`config.mk`:
```
export PLATFORM = sky130hd
export DESIGN_NAME = softmax_row_sequencer
export DESIGN_NICKNAME = d
export VERILOG_FILES = /design/src/rtl/softmax_row_sequencer.sv
export SDC_FILE = /design/constraint.sdc
export NUM_CORES = 1
export LEC_CHECK = 0
export CAP_MARGIN = 25
export CORE_AREA = 3 3 410 412
export CTS_CLUSTER_DIAMETER = 50
export DETAILED_ROUTE_END_ITERATION = 12
export DIE_AREA = 0 0 413 415
export HOLD_SLACK_MARGIN = 0.02
export PLACE_DENSITY = 0.36
export SETUP_SLACK_MARGIN = 0.3
export SYNTH_ARGS = -nofsm -noshare
export SYNTH_HDL_FRONTEND = slang
export SYNTH_SLANG_ARGS = --single-unit
export TNS_END_PERCENT = 1
```
`constraint.sdc`:
```
create_clock -name clk -period 12.4 [get_ports clk]
set_input_delay 2.48 -clock clk [delete_from_list [all_inputs] [get_ports clk]]
set_output_delay 2.48 -clock clk [all_outputs]
set_load 0.05 [all_outputs]
```
`src/rtl/softmax_row_sequencer.sv`:
```
// Softmax row sequencer: walks a block of rows in the output buffer, drives
// each row into the softmax unit for SM_LAT cycles and writes the result back
// to the same address. The current FSM state is exposed on state_dbg.
//
// Handshake: start is a single-cycle request that is only accepted in IDLE;
// buf_rd_data is valid the cycle after buf_rd_en; res_wr_en qualifies
// res_wr_addr/res_wr_data for exactly one cycle per row; done pulses once.
module softmax_row_sequencer #(
  parameter int ARRAYWIDTH = 8,
  parameter int DATASIZE   = 32,
  parameter int ADDR_W     = 6,
  parameter int SM_LAT     = 20
) (
  input  logic                           clk,
  input  logic                           rst,
  input  logic                           start,
  input  logic [ADDR_W-1:0]              base_addr,
  input  logic [ADDR_W-1:0]              num_rows,
  output logic                           busy,
  output logic                           done,
  output logic                           buf_rd_en,
  output logic [ADDR_W-1:0]              buf_rd_addr,
  input  logic [ARRAYWIDTH*DATASIZE-1:0] buf_rd_data,
  output logic                           sm_en,
  output logic [ARRAYWIDTH*DATASIZE-1:0] sm_xi,
  input  logic [ARRAYWIDTH*DATASIZE-1:0] sm_out,
  output logic                           res_wr_en,
  output logic [ADDR_W-1:0]              res_wr_addr,
  output logic [ARRAYWIDTH*DATASIZE-1:0] res_wr_data,
  output logic [2:0]                     state_dbg
);

  localparam logic [7:0] RUN_LAST = 8'(SM_LAT - 1);

  typedef enum logic [2:0] {
    S_IDLE  = 3'd0,
    S_READ  = 3'd1,
    S_LOAD  = 3'd2,
    S_RUN   = 3'd3,
    S_WRITE = 3'd4,
    S_FIN   = 3'd5
  } state_t;

  state_t              state, state_n;
  logic [ADDR_W-1:0]   base_q;
  logic [ADDR_W-1:0]   count_q;
  logic [ADDR_W-1:0]   row_idx;
  logic [7:0]          run_cnt;
  logic [ADDR_W-1:0]   cur_addr;
  logic                last_row;

  // Address of the row in flight; wraps naturally at 2^ADDR_W.
  assign cur_addr  = base_q + row_idx;
  assign last_row  = (row_idx == count_q - ADDR_W'(1));
  assign state_dbg = state;

  // State register plus job/row bookkeeping and the softmax input row.
  always_ff @(posedge clk or posedge rst) begin
    if (rst) begin
      state   <= S_IDLE;
      base_q  <= '0;
      count_q <= '0;
      row_idx <= '0;
      run_cnt <= '0;
      sm_xi   <= '0;
    end else begin
      state <= state_n;
      case (state)
        S_IDLE: begin
          if (start && (num_rows != '0)) begin
            base_q  <= base_addr;
            count_q <= num_rows;
            row_idx <= '0;
          end
        end
        S_LOAD: begin
          sm_xi   <= buf_rd_data;
          run_cnt <= '0;
        end
        S_RUN: begin
          run_cnt <= run_cnt + 8'd1;
        end
        S_WRITE: begin
          if (!last_row) row_idx <= row_idx + ADDR_W'(1);
        end
        default: ;
      endcase
    end
  end

  // Next-state decode and state-decoded strobes; addresses are zero when idle.
  always_comb begin
    state_n     = state;
    busy        = 1'b0;
    done        = 1'b0;
    buf_rd_en   = 1'b0;
    buf_rd_addr = '0;
    sm_en       = 1'b0;
    res_wr_en   = 1'b0;
    res_wr_addr = '0;
    res_wr_data = '0;
    case (state)
      S_IDLE: begin
        if (start) state_n = (num_rows != '0) ? S_READ : S_FIN;
      end
      S_READ: begin
        busy        = 1'b1;
        buf_rd_en   = 1'b1;
        buf_rd_addr = cur_addr;
        state_n     = S_LOAD;
      end
      S_LOAD: begin
        busy    = 1'b1;
        state_n = S_RUN;
      end
      S_RUN: begin
        busy  = 1'b1;
        sm_en = 1'b1;
        if (run_cnt == RUN_LAST) state_n = S_WRITE;
      end
      S_WRITE: begin
        busy        = 1'b1;
        res_wr_en   = 1'b1;
        res_wr_addr = cur_addr;
        res_wr_data = sm_out;
        state_n     = last_row ? S_FIN : S_READ;
      end
      S_FIN: begin
        done    = 1'b1;
        state_n = S_IDLE;
      end
      default: state_n = S_IDLE;
    endcase
  end

endmodule
```
After elaboration in Yosys (flattened, before gate mapping)
Index checks and enable logic that the tools add are counted.
- bits of input ports: 527
- bits in registers: 285
- word-level logic and storage cells: 47
- equal/unequal tests: 11
- multiplexer cells: 17
- reduce and logical (&&, ||, !) cells: 9
- add/subtract/negate cells: 4
- operators by type and width (kind ; count):
    $mux 256 ; 1
    $mux 6 ; 4
    $pmux 8 s2 ; 1
    $pmux 3 s5 ; 1
    $mux 3 ; 4
    $pmux 6 s2 ; 1
    $add 8x1->8 const B ; 1
    $eq 8x5->1 const B ; 1
    $ne 2x2->1 const B ; 4
    $add 6x1->6 const B ; 1
    $add 6x6->6 ; 1
    $eq 3x2->1 const B ; 2
    $eq 3x3->1 const B ; 2
    $eq 6x6->1 ; 1
    $reduce_bool 6->1 ; 1
    $sub 6x1->6 const B ; 1
    $mux 1 ; 5
    $reduce_and 2->1 ; 2
    $reduce_bool 2->1 ; 2
    $reduce_or 4->1 ; 1
    $eq 3x1->1 const B ; 1
    $logic_not 3->1 ; 1
    $reduce_and 3->1 ; 1
    $logic_and 1x1->1 ; 1

Depth between registers and ports, before layout
- word-level depth: 4
- depth in mapped cells: 7

Worst setup path before layout
OpenSTA, ideal clock, no wires.
- kind: input-to-output
- start point: in sm_out[0]
- end point: out res_wr_data[0]
- stages on the path: 1
- slack: 6996 ps
- data arrival time: 2924 ps
- cell sequence: and3_1
- longest elaborated chain between the ends: 1
- RTL lines (element ; RTL line ; RTL):
    start, declared ; 26 ; input logic [ARRAYWIDTH*DATASIZE-1:0] sm_out,
    $mux 256 ; 102 ; case (state)
    end, declared ; 29 ; output logic [ARRAYWIDTH*DATASIZE-1:0] res_wr_data,
Every way passes these cells.

Worst setup path after layout
- start point: in sm_out[240]
- end point: out res_wr_data[240]
Same word-level chain as after synthesis.

==> qor.txt <==
Port Buf Inserts - 1058
Avg Cell Area, Syn - 12.39 sq um
Final Core Density - 0.1714
Post-CTS Setup Bufs - 0
Max Slew Vio Count - 0
Hpwl dp - 97.05 mm
Reg2Reg Depth - 6
TritonCTS clock tree - built
Int Pwr - 3.895 mW
Top FF cell, synth - dfrtp_1
Drt pass-1 iters - 4
Worst hold endpoint - sm_xi[28]
WL final - 116.1 mm
I/O pins - 1059
Core ar. - 0.1648 sq mm
Worst R2R End - sm_xi[162]
Sink Count - 285
Filler cells - 18385
CP endpoint kind - output pin
Critical path class - input port to output pin
Final Wtd Congestion - 0.8252
Area Overhead vs Synth - 114.9%
Fin nets - 2630
Status - finished clean
Vias per std cell - 3.101
Setup TNS - 0 ps
Synth top area share - 0.5425
Power share of the clock group - 0.219
Cells along the critical path - clkdlybuf4s50_1, and3_1, clkdlybuf4s50_1
Reg-to-Reg Start - state_dbg[2]
Crit share post-route - 0.5423
Die X-Extent - 413 microns
# hold bufs at CTS - 0
Power Total - 7.186 mW
Final hold violation count - 0
Avg WL per Cell - 26.61 microns
P_leak - 11.44 nW
Peak VDD IR - 0.1732 mV
Count leader, synth - dfrtp_1
R2r setup slk - 8030 ps
Gate power share - 0.546
Synth unique cells - 42
Synth area leader - dfrtp_1
First-pass GRT wire length - 147.6 mm
Dpl cells - 4223
Max cap viols - 0
Worst setup startpoint - sm_out[240]
Arrival @ worst endpoint - 4240 ps
Worst-path clk slew - 50 ps
Unrepaired setup endpoints after global routing - no
Final setup viols - 0
Setup Skew - 14.99 ps
Min-delay src - sm_xi[28]
EDFF count, synth - 0
Final Cell Area - 0.02825 sq mm
CP Launch Type - input port
Clk buf depth - 3
Routed Antenna Nets - 0
Synth Cell Area - 0.01315 sq mm
CP most frequent cell - clkdlybuf4s50_1
Die Area - 0.1714 sq mm
Vias - 13531
PwrDens - 254.4 mW/mm^2
Root Buffer - clkbuf_16
Slowest stage delay, CP - 970 ps
Top post-synthesis cells by count - 285 x dfrtp_1, 264 x mux2_2, 261 x and3_1, 63 x clkbuf_1, 30 x buf_2
TritonCTS Buffers - 57
Achievable Freq - 148.7 MHz
Placed cell area - 0.02621 sq mm
Hold depth - 1
Congestion Overflow GR - 0
H-tree depth - 2
Post-Syn Instances - 1061
Final min period - 6724 ps
Synthesis Warnings - 0
Switching power - 3.291 mW
Place WS - 5568 ps
Number of global-route vias before repair - 13821
Sequential power share - 0.235
Post-synthesis async set-or-reset flop share - 1.000
Sw Ratio - 0.4580
Worst Max-Slew Pin Slew - 1310 ps
Initial antenna violation count - 132
Largest net degree at the start of global routing - 227
Initial DRC count - 625
Post-CTS Resized - 0
Slew headroom - 0.1265
Site row count - 149
Crit-path max FO - 1
Syn nets - 1597
FF+latch area - 0.007136 sq mm
Share of cells above drive strength 1 - 0.1774
Final Worst Setup Slack - 5676 ps
Fin cells - 4363
GRT Util Overall - 0.1298
#FFs+latches synth - 285
Starting Density - 0.07977
DR DRC count - 0
Max stage delay cell, worst path - clkdlybuf4s50_1
Hold Path Class - flop to flop
Clk_lat worst skew - 610 ps
Chip Height - 415 microns
Footprint of the multi-input gates - 0.005579 sq mm
Seq/Total Area, Yosys - 0.5425
WP data required - 9920 ps
Hold Slack - 499.6 ps
Top post-synthesis cells by area - dfrtp_1 54%, mux2_2 23%, and3_1 12%
-- per-layer routing --
metal  vias to the layer above  wire (microns)  GRT usage
met5                         -             262          0
met4                        42            3898    0.03300
met3                       251           13770    0.06397
met2                       738           58200     0.2323
met1                      6577           39990     0.1339
li1                       5923               -          -
-- cell usage in the layout, fill, tap and decap left out, types with 6 or more instances in the layout --
cell             netlist  final
xnor2_1                8      8
diode_2                0     38
inv_1                 17     16
mux2_2               264    264
dfrtp_1              285    284
nor3_1                 7      7
nand2_1               23     23
and3_1               261    261
ha_1                   8      8
clkinvlp_4             0      6
inv_6                  0      8
clkbuf_16              0     58
nor2_1                17     15
mux2i_1                7      7
clkdlybuf4s50_1        0   1058
clkbuf_1              63      6
clkbuf_8               0      7
nand3_1               11     11
o21ai_0               13     13
a21oi_1                6      6
-- flip-flops by register name (all words and copies together), names as in the netlist --
name / cells
base_q: 6
count_q: 6
row_idx: 6
state_dbg: 3
run_cnt: 8
sm_xi: 256
-- worst max-delay path: cells and delay by family --
family                 cells  cell delay, ps
buffers and inverters      2            1550
AND/OR/NAND/NOR            1             190
-- how the worst max path moves through the flow --
stage	to	slack (ps)
floorplan	base_q[0]	2060
global placement	res_wr_data[240]	5550
detailed placement	res_wr_data[240]	5570
CTS	res_wr_data[240]	5550
global route	res_wr_data[250]	5570
finish	res_wr_data[240]	5680
-- kinds of logic (layout without fill, tap and decap cells) --
family	Yosys count	after routing	share of synthesized area
flip-flops	285	285	0.5425
XOR/XNOR	13	13	0.008661
AO/OA/AOI/OAI	37	37	0.02056
multiplexers	271	271	0.2315
other	0	38	0
AND/OR/NAND/NOR	336	336	0.1534
adder cells (fa/ha/maj)	9	9	0.009137
buffers and inverters	110	1185	0.03426
-- power groups by stage --
stage / sequential (mW) / combinational, mW / clock, mW
after floorplan: 3.15 / 0.997 / 0
after global placement: 1.69 / 4.00 / 0
after detailed placement: 1.71 / 4.00 / 0
after CTS: 1.70 / 4.01 / 1.65
after global routing: 1.76 / 4.11 / 1.69
final: 1.69 / 3.92 / 1.58
-- area by class of cell --
class | count | share of cell area
Timing Repair Buffer | 1067 | 0.3786
Inverter | 17 | 0.002525
Sequential cell | 285 | 0.2526
Clock buffer | 71 | 0.05559
Antenna cell | 38 | 0.003366
Clock inverter | 30 | 0.01289
Multi-Input combinational cell | 666 | 0.1975
Tap cell | 2189 | 0.09695
Power figures use the tool's default switching activity.
